$ cat config.mk
export PLATFORM = sky130hd
export DESIGN_NAME = mem_arbiter_flat
export DESIGN_NICKNAME = d
export VERILOG_FILES = /design/src/rtl/mem_pkg.sv /design/src/rtl/mem_arbiter_if.sv /design/src/rtl/mem_arbiter_pick.sv /design/src/rtl/mem_arbiter.sv /design/src/flat_wrapper.sv
export SDC_FILE = /design/constraint.sdc
export NUM_CORES = 1
export LEC_CHECK = 0
export ABC_CLOCK_PERIOD_IN_PS = 2800
export CAP_MARGIN = 10
export CORE_AREA = 3 3 90 92
export CTS_BUF_LIST = sky130_fd_sc_hd__clkbuf_4 sky130_fd_sc_hd__clkbuf_8
export CTS_CLUSTER_SIZE = 10
export DETAILED_ROUTE_END_ITERATION = 6
export DIE_AREA = 0 0 93 95
export DONT_BUFFER_PORTS = 1
export HOLD_SLACK_MARGIN = 0.08
export PLACE_DENSITY = 0.69
export SYNTH_ARGS = -nofsm -noshare
export SYNTH_HDL_FRONTEND = slang
export SYNTH_SLANG_ARGS = --single-unit
$ cat constraint.sdc
create_clock -name clk -period 2.8 [get_ports clk]
set_input_delay 0.7 -clock clk [delete_from_list [all_inputs] [get_ports clk]]
set_output_delay 0.7 -clock clk [all_outputs]
set_load 0.1 [all_outputs]
$ cat src/rtl/mem_pkg.sv
// rtl/mem_pkg.sv - shared constants and types for the data RAM arbiter
package mem_pkg;

  localparam int WORD_W = 32;

  typedef enum logic [1:0] {
    ARB_IDLE = 2'd0,
    ARB_RD   = 2'd1,
    ARB_WR   = 2'd2,
    ARB_REL  = 2'd3
  } arb_state_t;

  typedef enum logic {
    GRANT_LD = 1'b0,
    GRANT_ST = 1'b1
  } grant_t;

endpackage

$ cat src/rtl/mem_arbiter_if.sv
// rtl/mem_arbiter_if.sv - load/store request ports and RAM bus bundled for the arbiter
interface mem_arbiter_if import mem_pkg::*; ();

  logic              ld_req;
  logic [WORD_W-1:0] ld_addr;
  logic              ld_ack;
  logic [WORD_W-1:0] ld_data;
  logic              st_req;
  logic [WORD_W-1:0] st_addr;
  logic [WORD_W-1:0] st_data;
  logic              st_ack;
  logic [WORD_W-1:0] mem_address;
  logic [WORD_W-1:0] mem_writeData;
  logic              mem_nRD;
  logic              mem_nWR;
  logic [WORD_W-1:0] mem_Dataout;
  logic              mem_readStatus;
  logic              mem_writeStatus;
  logic              busy;
  logic              err;

  // Arbiter side: serves the requesters and drives the RAM strobes.
  modport slave (
    input  ld_req, ld_addr, st_req, st_addr, st_data,
    input  mem_Dataout, mem_readStatus, mem_writeStatus,
    output ld_ack, ld_data, st_ack,
    output mem_address, mem_writeData, mem_nRD, mem_nWR, busy, err
  );

  // Environment side: requesters plus the RAM itself.
  modport master (
    output ld_req, ld_addr, st_req, st_addr, st_data,
    output mem_Dataout, mem_readStatus, mem_writeStatus,
    input  ld_ack, ld_data, st_ack,
    input  mem_address, mem_writeData, mem_nRD, mem_nWR, busy, err
  );

endinterface

$ cat src/rtl/mem_arbiter_pick.sv
// rtl/mem_arbiter_pick.sv - combinational two-way winner select between load and store
module arb_pick import mem_pkg::*; #(
  parameter bit PRIO_STORE = 1'b0
) (
  input  logic   ld_req,
  input  logic   st_req,
  input  grant_t last_grant,
  output logic   valid,
  output grant_t grant
);

  // On a tie: fixed store priority, or hand the grant to whoever did not win last.
  always_comb begin
    valid = ld_req | st_req;
    grant = GRANT_LD;
    if (ld_req && st_req) begin
      if (PRIO_STORE)
        grant = GRANT_ST;
      else if (last_grant == GRANT_ST)
        grant = GRANT_LD;
      else
        grant = GRANT_ST;
    end else if (st_req) begin
      grant = GRANT_ST;
    end
  end

endmodule

$ cat src/rtl/mem_arbiter.sv
// rtl/mem_arbiter.sv - load/store arbiter for the shared RAM; ARB_TIMEOUT_EN adds wait-state abort
module mem_arbiter import mem_pkg::*; #(
  parameter bit PRIO_STORE  = 1'b0,
  parameter int TIMEOUT_CYC = 64
) (
  input logic          clk,
  input logic          reset,
  mem_arbiter_if.slave bus
);

  arb_state_t state;
  arb_state_t state_nxt;
  grant_t     last_grant;
  grant_t     pick;
  logic       pick_valid;
  logic       wait_expired;

  arb_pick #(.PRIO_STORE(PRIO_STORE)) u_pick (
    .ld_req     (bus.ld_req),
    .st_req     (bus.st_req),
    .last_grant (last_grant),
    .valid      (pick_valid),
    .grant      (pick)
  );

`ifdef ARB_TIMEOUT_EN
  localparam logic [7:0] WAIT_LAST = 8'(TIMEOUT_CYC - 1);
  logic [7:0] wait_cnt;

  assign wait_expired = (wait_cnt == WAIT_LAST);

  // Wait counter: every wait state is entered from IDLE, so clearing there covers entry.
  always_ff @(posedge clk) begin
    if (reset || state == ARB_IDLE)
      wait_cnt <= '0;
    else if (state == ARB_RD || state == ARB_WR)
      wait_cnt <= wait_cnt + 8'd1;
  end
`else
  assign wait_expired = 1'b0;
`endif

  // State register.
  always_ff @(posedge clk) begin
    if (reset)
      state <= ARB_IDLE;
    else
      state <= state_nxt;
  end

  // Next state: requests only matter in IDLE, completion status only in the matching wait.
  always_comb begin
    state_nxt = state;
    case (state)
      ARB_IDLE: if (pick_valid) state_nxt = (pick == GRANT_ST) ? ARB_WR : ARB_RD;
      ARB_RD:   if (bus.mem_readStatus || wait_expired) state_nxt = ARB_REL;
      ARB_WR:   if (bus.mem_writeStatus || wait_expired) state_nxt = ARB_REL;
      default:  state_nxt = ARB_IDLE;
    endcase
  end

  // Combinational status output.
  always_comb begin
    bus.busy = (state != ARB_IDLE);
  end

  // Registered bus side: latch the winner's request, hold it through the wait, pulse the ack.
  always_ff @(posedge clk) begin
    if (reset) begin
      bus.mem_nRD       <= 1'b1;
      bus.mem_nWR       <= 1'b1;
      bus.mem_address   <= '0;
      bus.mem_writeData <= '0;
      bus.ld_data       <= '0;
      bus.ld_ack        <= 1'b0;
      bus.st_ack        <= 1'b0;
      bus.err           <= 1'b0;
      last_grant        <= GRANT_ST;
    end else begin
      bus.ld_ack <= 1'b0;
      bus.st_ack <= 1'b0;
      bus.err    <= 1'b0;
      case (state)
        ARB_IDLE: begin
          if (pick_valid) begin
            last_grant <= pick;
            if (pick == GRANT_ST) begin
              bus.mem_address   <= bus.st_addr;
              bus.mem_writeData <= bus.st_data;
              bus.mem_nWR       <= 1'b0;
            end else begin
              bus.mem_address <= bus.ld_addr;
              bus.mem_nRD     <= 1'b0;
            end
          end
        end
        ARB_RD: begin
          if (bus.mem_readStatus) begin
            bus.ld_data <= bus.mem_Dataout;
            bus.ld_ack  <= 1'b1;
            bus.mem_nRD <= 1'b1;
          end else if (wait_expired) begin
            bus.ld_ack  <= 1'b1;
            bus.err     <= 1'b1;
            bus.mem_nRD <= 1'b1;
          end
        end
        ARB_WR: begin
          if (bus.mem_writeStatus) begin
            bus.st_ack  <= 1'b1;
            bus.mem_nWR <= 1'b1;
          end else if (wait_expired) begin
            bus.st_ack  <= 1'b1;
            bus.err     <= 1'b1;
            bus.mem_nWR <= 1'b1;
          end
        end
        default: ;
      endcase
    end
  end

endmodule
$ cat src/flat_wrapper.sv
// flat-port wrapper written by rule: the top's interface ports become plain ports
module mem_arbiter_flat import mem_pkg::*;
#(
  parameter bit PRIO_STORE  = 1'b0,
  parameter int TIMEOUT_CYC = 64
)
  (clk, reset, bus_ld_req, bus_ld_addr, bus_st_req, bus_st_addr, bus_st_data, bus_mem_Dataout, bus_mem_readStatus, bus_mem_writeStatus, bus_ld_ack, bus_ld_data, bus_st_ack, bus_mem_address, bus_mem_writeData, bus_mem_nRD, bus_mem_nWR, bus_busy, bus_err);
  mem_arbiter_if bus_i ();
  input logic clk;
  input logic reset;
  input wire logic [$bits(bus_i.ld_req)-1:0] bus_ld_req;
  input wire logic [$bits(bus_i.ld_addr)-1:0] bus_ld_addr;
  input wire logic [$bits(bus_i.st_req)-1:0] bus_st_req;
  input wire logic [$bits(bus_i.st_addr)-1:0] bus_st_addr;
  input wire logic [$bits(bus_i.st_data)-1:0] bus_st_data;
  input wire logic [$bits(bus_i.mem_Dataout)-1:0] bus_mem_Dataout;
  input wire logic [$bits(bus_i.mem_readStatus)-1:0] bus_mem_readStatus;
  input wire logic [$bits(bus_i.mem_writeStatus)-1:0] bus_mem_writeStatus;
  output wire logic [$bits(bus_i.ld_ack)-1:0] bus_ld_ack;
  output wire logic [$bits(bus_i.ld_data)-1:0] bus_ld_data;
  output wire logic [$bits(bus_i.st_ack)-1:0] bus_st_ack;
  output wire logic [$bits(bus_i.mem_address)-1:0] bus_mem_address;
  output wire logic [$bits(bus_i.mem_writeData)-1:0] bus_mem_writeData;
  output wire logic [$bits(bus_i.mem_nRD)-1:0] bus_mem_nRD;
  output wire logic [$bits(bus_i.mem_nWR)-1:0] bus_mem_nWR;
  output wire logic [$bits(bus_i.busy)-1:0] bus_busy;
  output wire logic [$bits(bus_i.err)-1:0] bus_err;
  assign bus_i.ld_req = bus_ld_req;
  assign bus_i.ld_addr = bus_ld_addr;
  assign bus_i.st_req = bus_st_req;
  assign bus_i.st_addr = bus_st_addr;
  assign bus_i.st_data = bus_st_data;
  assign bus_i.mem_Dataout = bus_mem_Dataout;
  assign bus_i.mem_readStatus = bus_mem_readStatus;
  assign bus_i.mem_writeStatus = bus_mem_writeStatus;
  assign bus_ld_ack = bus_i.ld_ack;
  assign bus_ld_data = bus_i.ld_data;
  assign bus_st_ack = bus_i.st_ack;
  assign bus_mem_address = bus_i.mem_address;
  assign bus_mem_writeData = bus_i.mem_writeData;
  assign bus_mem_nRD = bus_i.mem_nRD;
  assign bus_mem_nWR = bus_i.mem_nWR;
  assign bus_busy = bus_i.busy;
  assign bus_err = bus_i.err;
  mem_arbiter #(.PRIO_STORE(PRIO_STORE), .TIMEOUT_CYC(TIMEOUT_CYC)) u_core (.clk(clk), .reset(reset), .bus(bus_i));
endmodule
==> key figures <==
Drt
  • Drt initial violations: 209
  • Final ANT Viol Nets: 0
  • Drc violations: 0
  • First-pass iteration count of the detailed router: 4
  • Routed length per instance: 16.5 microns
  • Vias per std cell: 5.61
  • Vias: 3,819
  • Final wirelength: 11,200 microns

Clock network
  • Clock sinks: just over 100
  • H-tree levels: 3
  • TritonCTS clock tree: yes
  • PostCTS Resize Cnt: 0
  • Clk_lat worst skew: 350 ps
  • Post-CTS Hold Buffers: 0
  • Post-CTS setup buffer count: 0
  • Num CTS Buffers: 9
  • Clock Tree Root: clkbuf_8
  • Clk buf depth: 2
  • Worst-path clk slew: 100 ps

Synth
  • Cell count after synthesis: 508
  • Mapped Nets: 646
  • Register area share after synthesis: 51.1%
  • Synthesized cell area: ~4000 sq um
  • Compound-Gate Fraction of Synth Area: between 20% and 30%
  • Mux contribution to synthesized area: 0%
  • Post-synthesis simple-gate area fraction: 17.6%
  • Ys Warns: 0
  • Yosys cell types: 27
  • Mean area per synthesized cell: around 7.9 sq um
  • Largest family of logic cells by synthesized area: compound AO/OA/AOI/OAI gates
  • Adder-Cell Fraction of Synth Area: 1.24%
  • XOR/XNOR Fraction of Synth Area: 0%
  • Yosys reg bits: slightly above 100

Pwr
  • VDD IR max: 0.000607 V
  • Pleak: 2.02 nW
  • Total power: 0.00673 W
  • Pwr/cell area: 1360 nW/um^2

Global routing
  • Grt ovf: 0
  • First-pass GRT wire length: 17,500 microns
  • Antenna violations before repair: 0
  • Number of global-route vias before repair: 3,649
  • GRT Total Usage: ~25%
  • Largest net degree at the start of global routing: 72

Die
  • Starting Density: a little under three fifths
  • FP Rows: 31
  • Die extent in x: 93 microns
  • Die height: 95 microns
  • I/O pin cnt: ~240
  • Core region area: 7290 sq um
  • Die area: 8840 sq um

STA
  • Slew Viols, Final: 0
  • Clock skew: 10.9 ps
  • Worst slew margin: 36.2%
  • Sum Neg Setup Slack: 0 ps
  • Count of final setup violators: 0
  • Fin crit share: 82.6%
  • Max Clk Rate: about 0.43 GHz
  • Worst Hold Margin: around 400 ps
  • Final hold violations: 0
  • Worst-margin pin slew: 956 ps
  • Unrepaired setup endpoints after global routing: false
  • Crit path time final: 2310 ps

Cells and area
  • Fin area: 4950 sq um
  • Share of layout cells above drive strength 1: roughly 22%
  • Final nets: 715
  • Area occupied by registers: 2060 sq um
  • Multi-input gate area: 1740 sq um
  • Post-Layout Cell Count: roughly 680
  • Area Growth Syn to Fin: 22.8%
  • Diodes inserted: 0
  • # fillers: 637

Setup path
  • Worst path slowest cell: inv_2
  • Reg2reg start: u_core.state[1]
  • Setup Crit Path Kind: register to output port
  • Crit-path max FO: 16
  • Setup crit start: u_core.state[0]
  • CP top delay family: buffers and inverters
  • Reg2Reg Setup Slack: between 600 and 700 ps
  • Data arrival time of the worst path: 1610 ps
  • Critical path data required time: 2100 ps
  • Startpoint Class: register
  • CP Cell Sequence: inv_1 > ha_1 > inv_2
  • Slowest stage delay, CP: 540 ps
  • WP buf/inv: 2
  • CP Capture Type: output port

Flow run
  • Maxcap violations: 0

Placement
  • Placed insts: 665
  • Detailed Place HPWL: 7870 microns
  • DP Area: 4740 sq um
  • Port-buffer cells: 0
  • Final GP Congestion: roughly 0.77

Worst hold path
  • Type of the worst min-delay path: input pin to register
  • Hold_sp: reset

Outcome
  • Run status: complete, no violations
power breakdown:
part           leakage [nW]  total, W  internal (W)  switching [W]
clock network         0.102  0.000966      0.000474       0.000492
registers             0.844   0.00195       0.00179       0.000158
logic                  1.08   0.00382      0.000687        0.00313
total                  2.02   0.00673       0.00295        0.00378
routing by layer:
layer | share of wire, % | GRT usage [%] | vias up | routed length, microns
met5 | 0 | 0 | - | 0
met1 | 38 | 27.9 | 1739 | 4280
met2 | 49 | 41.1 | 172 | 5480
met3 | 9.9 | 9.16 | 29 | 1120
li1 | - | - | 1879 | -
met4 | 3.2 | 11.7 | 0 | 354
cell families after synthesis:
group                    after synthesis
other                                  1
AO/OA/AOI/OAI                        175
adder cells (fa/ha/maj)                4
buffers and inverters                 52
AND/OR/NAND/NOR                      173
flip-flops                           103
layout by cell type (no fill, tap or decap), types with 2 or more instances in the layout:
cell	instances
a21oi_1	67
clkbuf_8	11
dfxtp_1	103
buf_4	105
o211ai_1	2
o21ai_1	42
nand3_1	32
ha_1	4
nor2b_1	2
inv_1	4
o311ai_1	2
o21ai_0	23
a31oi_1	32
nand2_1	132
clkinvlp_4	2
o41ai_2	2
nor2_1	4
final timing paths:
check	endpoint	cells past startpoint
setup / recovery	bus_busy	3
setup reg to reg	u_core.bus.mem_address[25]	7
hold / removal	u_core.bus.ld_data[20]	1
hold reg to reg	u_core.bus.ld_data[9]	2
metrics by stage:
| stage | utilization [%] | setup slack, ps |
|---|---|---|
| after global routing | 67.9 | 389 |
| after floorplan | - | 296 |
| after CTS | 67.9 | 470 |
| final | 67.9 | 487 |
| after detailed placement | 65.0 | 724 |
| after global placement | 65.0 | 849 |
cell usage after synthesis:
cell / number / share of area, %
nand2_1: 132 / 12
clkbuf_1: 27 / 2.5
buf_2: 13 / 1.6
a21oi_1: 67 / 8.3
dfxtp_1: 103 / 51
ha_1: 4 / 1.2
inv_1: 5 / 0.47
buf_1: 1 / 0.093
a221o_1: 1 / 0.25
and2_1: 1 / 0.16
a21bo_2: 1 / 0.25
o311ai_1: 2 / 0.43
a21boi_2: 1 / 0.28
o41ai_2: 2 / 0.81
a211o_1: 1 / 0.22
o21a_1: 1 / 0.19
or3_4: 1 / 0.28
buf_4: 6 / 1.1
nor3b_1: 1 / 0.19
nor2b_1: 2 / 0.31
nor2_1: 4 / 0.37
nand3_1: 32 / 4.0
o21ai_0: 23 / 2.9
o211ai_1: 2 / 0.37
conb_1: 1 / 0.093
a31oi_1: 32 / 5.0
o21ai_1: 42 / 5.2
sequential cells by signal (all words and copies together) (netlist names):
| name | count |
|---|---|
| u_core.bus.ld_ack | 1 |
| u_core.bus.ld_data | 32 |
| u_core.bus.mem_address | 32 |
| u_core.bus.mem_nRD | 1 |
| u_core.bus.mem_nWR | 1 |
| u_core.bus.mem_writeData | 32 |
| u_core.bus.st_ack | 1 |
| u_core.last_grant | 1 |
| u_core.state | 2 |
area by class of cell:
cell class              count  share of cell area (%)
clock inverters             4                    1.09
multi-input cells         353                    35.2
inverters                   5                   0.379
clock buffers              12                    3.21
repair buffers            105                    15.9
flip-flops and latches    103                    41.7
well taps                  99                    2.50
(Power assumes the default switching activity.)
